**config.mk**
```make
export PLATFORM = sky130hd
export DESIGN_NAME = uart_rx
export DESIGN_NICKNAME = d
export VERILOG_FILES = /design/src/rtl/uart_rx.sv
export SDC_FILE = /design/constraint.sdc
export NUM_CORES = 1
export LEC_CHECK = 0
export BUFFER_PORTS_ARGS = -buffer_cell sky130_fd_sc_hd__buf_4
export CAP_MARGIN = 15
export CORE_MARGIN = 4
export CORE_UTILIZATION = 52
export CTS_CLUSTER_DIAMETER = 120
export DETAILED_ROUTE_END_ITERATION = 12
export GPL_ROUTABILITY_DRIVEN = 0
export GPL_TIMING_DRIVEN = 0
export PLACE_DENSITY = 0.84
export SYNTH_ARGS = -nofsm -noshare
export SYNTH_HDL_FRONTEND = slang
export SYNTH_SLANG_ARGS = --single-unit
export TNS_END_PERCENT = 30
```
**constraint.sdc**
```tcl
create_clock -name i_clk -period 1.7 [get_ports i_clk]
set_input_delay 0.17 -clock i_clk [delete_from_list [all_inputs] [get_ports i_clk]]
set_output_delay 0.17 -clock i_clk [all_outputs]
set_load 0.005 [all_outputs]
```
**src/rtl/uart_rx.sv**
```systemverilog
// uart_rx: 8N1 UART receiver (8E1 when UART_RX_PARITY_EN is defined), mid-bit sampling.
// Latency: 2-cycle input synchronizer; the result pulse appears 1 cycle after the mid-stop sample.
// Backpressure: none; each result is a single-cycle pulse and o_data holds until the next good frame.
module uart_rx #(
    parameter int CLK_FREQ  = 50_000_000,
    parameter int BAUD_RATE = 9600
) (
    input  logic       i_clk,
    input  logic       i_rst,
    input  logic       i_rx,
    output logic [7:0] o_data,
    output logic       o_rx_valid,
    output logic       o_rx_busy,
    output logic       o_frame_err,
    output logic       o_parity_err
);
    localparam int CPB  = CLK_FREQ / BAUD_RATE;
    localparam int HALF = CPB / 2;
    localparam int TW   = $clog2(CPB);
    localparam logic [TW-1:0] HALF_M1 = TW'(HALF - 1);
    localparam logic [TW-1:0] CPB_M1  = TW'(CPB - 1);

    // Fewer than 4 clocks per bit leaves no room to find the bit centre.
    generate
        if (CPB < 4) begin : g_cpb_check
            $error("uart_rx: CLK_FREQ/BAUD_RATE must be at least 4");
        end
    endgenerate

    typedef enum logic [2:0] {
        S_IDLE,
        S_START,
        S_DATA,
`ifdef UART_RX_PARITY_EN
        S_PARITY,
`endif
        S_STOP,
        S_BREAK
    } state_t;

    state_t          state;
    state_t          state_nxt;
    logic            rx_meta;
    logic            line;
    logic [TW-1:0]   timer;
    logic [2:0]      bit_cnt;
    logic [7:0]      shift;
    logic            timer_clr;
    logic            shift_en;
    logic            load_data;
    logic            frame_bad;
`ifdef UART_RX_PARITY_EN
    logic            par_en;
    logic            par_bit;
    logic            parity_err;
`endif

    // Two-flop synchronizer; resets to the idle-high line level.
    always_ff @(posedge i_clk) begin
        if (i_rst) begin
            rx_meta <= 1'b1;
            line    <= 1'b1;
        end else begin
            rx_meta <= i_rx;
            line    <= rx_meta;
        end
    end

    // State register.
    always_ff @(posedge i_clk) begin
        if (i_rst) begin
            state <= S_IDLE;
        end else begin
            state <= state_nxt;
        end
    end

    // Bit timer: restarts on every transition and after each data-bit sample.
    always_ff @(posedge i_clk) begin
        if (i_rst || timer_clr) begin
            timer <= '0;
        end else begin
            timer <= timer + TW'(1);
        end
    end

    // Next-state decode and per-cycle datapath strobes.
    always_comb begin
        state_nxt = state;
        timer_clr = 1'b0;
        shift_en  = 1'b0;
        load_data = 1'b0;
        frame_bad = 1'b0;
`ifdef UART_RX_PARITY_EN
        par_en    = 1'b0;
`endif
        case (state)
            S_IDLE: begin
                timer_clr = 1'b1;
                if (!line) state_nxt = S_START;
            end
            S_START: begin
                if (timer == HALF_M1) begin
                    timer_clr = 1'b1;
                    state_nxt = line ? S_IDLE : S_DATA;
                end
            end
            S_DATA: begin
                if (timer == CPB_M1) begin
                    timer_clr = 1'b1;
                    shift_en  = 1'b1;
`ifdef UART_RX_PARITY_EN
                    if (bit_cnt == 3'd7) state_nxt = S_PARITY;
`else
                    if (bit_cnt == 3'd7) state_nxt = S_STOP;
`endif
                end
            end
`ifdef UART_RX_PARITY_EN
            S_PARITY: begin
                if (timer == CPB_M1) begin
                    timer_clr = 1'b1;
                    par_en    = 1'b1;
                    state_nxt = S_STOP;
                end
            end
`endif
            S_STOP: begin
                if (timer == CPB_M1) begin
                    timer_clr = 1'b1;
                    if (line) begin
                        load_data = 1'b1;
                        state_nxt = S_IDLE;
                    end else begin
                        frame_bad = 1'b1;
                        state_nxt = S_BREAK;
                    end
                end
            end
            S_BREAK: begin
                timer_clr = 1'b1;
                if (line) state_nxt = S_IDLE;
            end
            default: begin
                timer_clr = 1'b1;
                state_nxt = S_IDLE;
            end
        endcase
    end

    // Shift register, bit counter, output byte and result pulses.
    always_ff @(posedge i_clk) begin
        if (i_rst) begin
            shift       <= 8'h00;
            bit_cnt     <= 3'd0;
            o_data      <= 8'h00;
            o_rx_valid  <= 1'b0;
            o_frame_err <= 1'b0;
        end else begin
            if (shift_en) begin
                shift   <= {line, shift[7:1]};
                bit_cnt <= bit_cnt + 3'd1;
            end
            if (load_data) o_data <= shift;
            o_rx_valid  <= load_data;
            o_frame_err <= frame_bad;
        end
    end

`ifdef UART_RX_PARITY_EN
    // Even parity: data bits XOR parity bit must be 0; reported only with a good stop bit.
    always_ff @(posedge i_clk) begin
        if (i_rst) begin
            par_bit    <= 1'b0;
            parity_err <= 1'b0;
        end else begin
            if (par_en) par_bit <= line;
            parity_err <= load_data & ((^shift) ^ par_bit);
        end
    end
    assign o_parity_err = parity_err;
`else
    assign o_parity_err = 1'b0;
`endif

    assign o_rx_busy = (state != S_IDLE);

endmodule

```
# Word-level counts from Yosys, hierarchy flattened
# Index checks and enable logic that the tools add are counted.
# word_totals
register_bits	39
input_bits	3
out_inout_bits	12
wordCells	49
# op_classes
addsub	2
eq_ne	13
n_mux	17
bitwise_logic	2
n_reduce_logical	6
# op_table
op	count
two-way mux 3 bit	7
one-hot mux 3 bit (5 select lines)	1
adder 13 x 1 -> 13 bit, second input constant	1
== test 13 x 12 -> 1 bit, second input constant	1
== test 13 bit, second input constant	1
!= test 2 bit, second input constant	6
two-way mux 1 bit	7
== test 3 x 2 -> 1 bit, second input constant	2
== test 3 bit, second input constant	2
AND reduction 6 bit	1
adder 3 x 1 -> 3 bit, second input constant	1
== test 3 x 1 -> 1 bit, second input constant	1
logical NOT 3 bit	1
nonzero test 3 bit	1
OR reduction 3 bit	1
two-way mux 2 bit	1
inverter 1 bit	2
one-hot mux 1 bit (2 select lines)	1
OR reduction 2 bit	1
logical OR 1 bit	1

# Longest topological paths before layout
# logic_depth
word_depth	4
depth_mapped	6
depth_no_buf	5

# Worst setup path after synthesis
# No wires, ideal clock.
# synth_timing
kind	flip-flop to flip-flop
startpoint	register timer[0]
endpoint	register bit_cnt[0]
setup_time_ps	121
t_arrival_ps	1459
t_required_ps	1579
slack_ps	120
stages_incl_launch_ff	6
period_less_slack_ps	1580
cell_sequence	dfxtp_1 ha_1 and4bb_2 nand4_2 nor3_2 mux2_2
# synth_between
elab_chain_len	3
# synth_lines
element	line_no	source
start: declaration	45	logic [TW-1:0] timer;
start signal: assignment	83	timer <= timer + TW'(1);
== test 13 bit	109	if (timer == CPB_M1) begin
two-way mux 1 bit	109	
two-way mux 1 bit	97	case (state)
end signal: assignment	162	bit_cnt <= bit_cnt + 3'd1;
end: declaration	46	logic [2:0] bit_cnt;
# No other way between the ends.
# A chain may end at the register's enable or synchronous reset.

# Worst setup path after layout
# layout_timing
startpoint	register timer[0]
endpoint	register timer[4]
# layout_between
elab_chain_len	4
elab_cells_between_ends	7
classes_between	add/sub (1); eq/ne (2); mux (3); reduce/logical (1)
# layout_lines
element
branches (longest 4 deep; another with adder 13 x 1 -> 13 bit)
# Several ways; the timed one is not identified.

==> metrics <==
Worst Hold Class=in -> reg; Remaining DRCs=0; I/O Buffers=13; final core occ=0.654; Reg power frac=0.572; total CTS buffers=5; fin nets=199; Clk pwr share=0.400; Worst-Skew Late Latency=360 ps; R2R Path Start=timer[0]; RSZ-0062 raised after global routing=yes; area grow syn2layout=19.1%; Rows=20; Reg2Reg Capture Point=timer[4]; detailed placement HPWL=2250 um; DRT Wirelength=3400 um; clock root cell=clkbuf_4; Inst Count DP=225; post-DR wirelength/cell=14.3 um; status=complete, no violations; first-pass GRT wire length=6120 um; Comb power frac=0.028; type of element launching the critical path=flop; post-route insts no fill=238; Leak=0.812 nW; Synth warnings=0; synthesized area=1700 um^2; vias in the first global route=1388; Final period util=0.982; Internal Pwr Total=0.00126 W; switching power=0.000358 W; CP Data Required Time=1960 ps; die area=4250 um^2; share of cells above drive strength 1=0.247; syn_nets=174; crit end category=flop; pin count of the biggest net entering global routing=15; worst reg2reg path depth=6; GRT Util Overall=0.184; grt total ovfl=0; max cap viols=0; IO Pins=15; post-synth cell types=36; most common cell after layout, fill and taps aside=dfxtp_1; Core Footprint=3100 um^2; Seq/Total Area, Yosys=0.458; commonest non-fill, non-tap cells in the layout=37 x dfxtp_1, 24 x nor2_1, 18 x mux2i_1, 17 x buf_4, 14 x nand2b_1; Max Slew Vio Count=0; Net Sw Frac=0.222; Period minus WS final=1670 ps; Max VDD drop=0.842 mV; slowest cell on the critical path=dfxtp_2; hold-critical path depth=3; Yosys reg bits=39; clk slew on worst S/H paths=120 ps; PwrDens=797 nW/um^2; Critical Path Max Stage Delay=380 ps; Final Skew=9.50 ps; FMAX=599 MHz; CTS max path bufs=2; number of failing hold endpoints at the final stage=0; TritonRoute pass-1 iters=4; Die X=65.2 um; initial DRC count=89; critical-path maximum fanout=10; Crit Path Category=reg -> reg; WP data arrival=1930 ps; final setup fails=0; delay-heaviest family, CP=simple AND/OR/NAND/NOR gates; CP cell instances=ha_4 > and4bb_2 > nand3_1 > a32oi_2 > buf_6 > nor2_1; DR vias=1281; vias per cell=5.38; Hold Path End=state[1]; r2r setup slk=30 ps; Clock Sinks=39; Mean Syn Cell Area=10.1 um^2; initial antenna violation count=0; n_diodes=0; total negative slack=0 ps; H-tree levels=2; Die Ht=65.2 um; Post-Syn Instances=168; TritonCTS clock tree=done; Antenna Nets Post-Route=0; hold path start=i_rst; Initial Utilization=0.549; WP buf/inv=1
## what timing repair did
item                                   in CTS  in global routing
hold buffers                                1                  0
resized for setup                           8                  3
setup buffers                               1                  2
cloned                                      1                  0
setup endpoints to repair                  23                 28
pin swaps                                   1                  3
endpoints found under the hold margin       1                  0
## cell usage after synthesis (all sizes together)
master	n	area, um^2
or2	2	12.5
xnor2	1	8.76
or3	3	23.8
and4	3	26.3
inv	2	7.51
and2	1	6.26
clkbuf	5	21.3
a32oi	1	8.76
and4b	1	10.0
mux2i	18	180
nand2b	14	87.6
mux2	1	11.3
and4bb	4	50.1
o32a	1	10.0
nand4	7	56.3
nor4b	1	8.76
nand3	6	30.0
o21ai	2	10.0
a21boi	1	7.51
xor2	10	87.6
nand2	4	15.0
a211oi	1	12.5
nor2b	2	12.5
buf	4	41.3
ha	3	37.5
nor3	3	20.0
nor4bb	2	20.0
a21oi	1	5.00
nor2	24	90.1
conb	1	3.75
dfxtp	39	781
## layer usage
metal / global-route usage / vias up / share of wire
met5: 0 / - / 0
met4: 0.109 / 0 / 0.023
met3: 0.0547 / 11 / 0.042
met2: 0.319 / 25 / 0.53
met1: 0.198 / 614 / 0.40
li1: - / 631 / -
## per-stage QoR
step | setup slack (ps) | hold slack, ps | power, W | area (um^2)
after floorplan | 120 | 274 | 0.000970 | 1700
after global placement | -35.1 | 356 | 0.000981 | 1860
after detailed placement | -84.3 | 368 | 0.000983 | 1860
after CTS | 36.7 | 103 | 0.00162 | 2000
after global routing | -31.9 | 114 | 0.00168 | 2030
final | 30.7 | 108 | 0.00162 | 2030
## cells by family (layout without fill, tap and decap cells)
family | Yosys count | count (layout) | share of synthesized area
simple gates | 77 | 77 | 0.276
buf+inv | 11 | 37 | 0.0411
xor+xnor | 11 | 11 | 0.0566
fa+ha+maj | 3 | 3 | 0.0220
other cells | 1 | 1 | 0.00220
flops | 39 | 39 | 0.458
compound gates | 7 | 7 | 0.0316
mux | 19 | 19 | 0.112
## flip-flops by register name (all words and copies together) (netlist names), 3 cells and up
register  cells
timer        13
state         3
shift         8
bit_cnt       3
o_data        8
## tightest hold or removal path, cell delays in order
cell and delay, ps:
buf_4 80, nor2_1 60, a21boi_0 120
## how the worst max path moves through the flow
stage | startpoint | to | slack (ps) | cells after the start
finish | timer[0] | timer[4] | 30 | 6
detailed placement | timer[0] | timer[4] | -80 | 6
global placement | timer[0] | timer[7] | -40 | 6
CTS | timer[0] | bit_cnt[0] | 40 | 5
global route | timer[5] | timer[5] | -30 | 5
floorplan | timer[0] | bit_cnt[0] | 120 | 5
## layout make-up
cell class,count,area [um^2]
timing repair buffer,18,141
buffer,9,62.6
sequential,39,783
inverter,2,7.51
tap,44,55.1
fill,262,1070
multi-input combinational,118,893
clock inverter,3,47.5
clock buffer,5,37.5
## power by group through the flow
stage / logic, W / clock network (W) / registers (W)
floorplan: 0.0000276 / 0 / 0.000942
global placement: 0.0000379 / 0 / 0.000943
detailed placement: 0.0000396 / 0 / 0.000944
CTS: 0.0000437 / 0.000657 / 0.000924
global route: 0.0000507 / 0.000707 / 0.000925
finish: 0.0000448 / 0.000647 / 0.000924
Power figures use the tool's default switching activity.
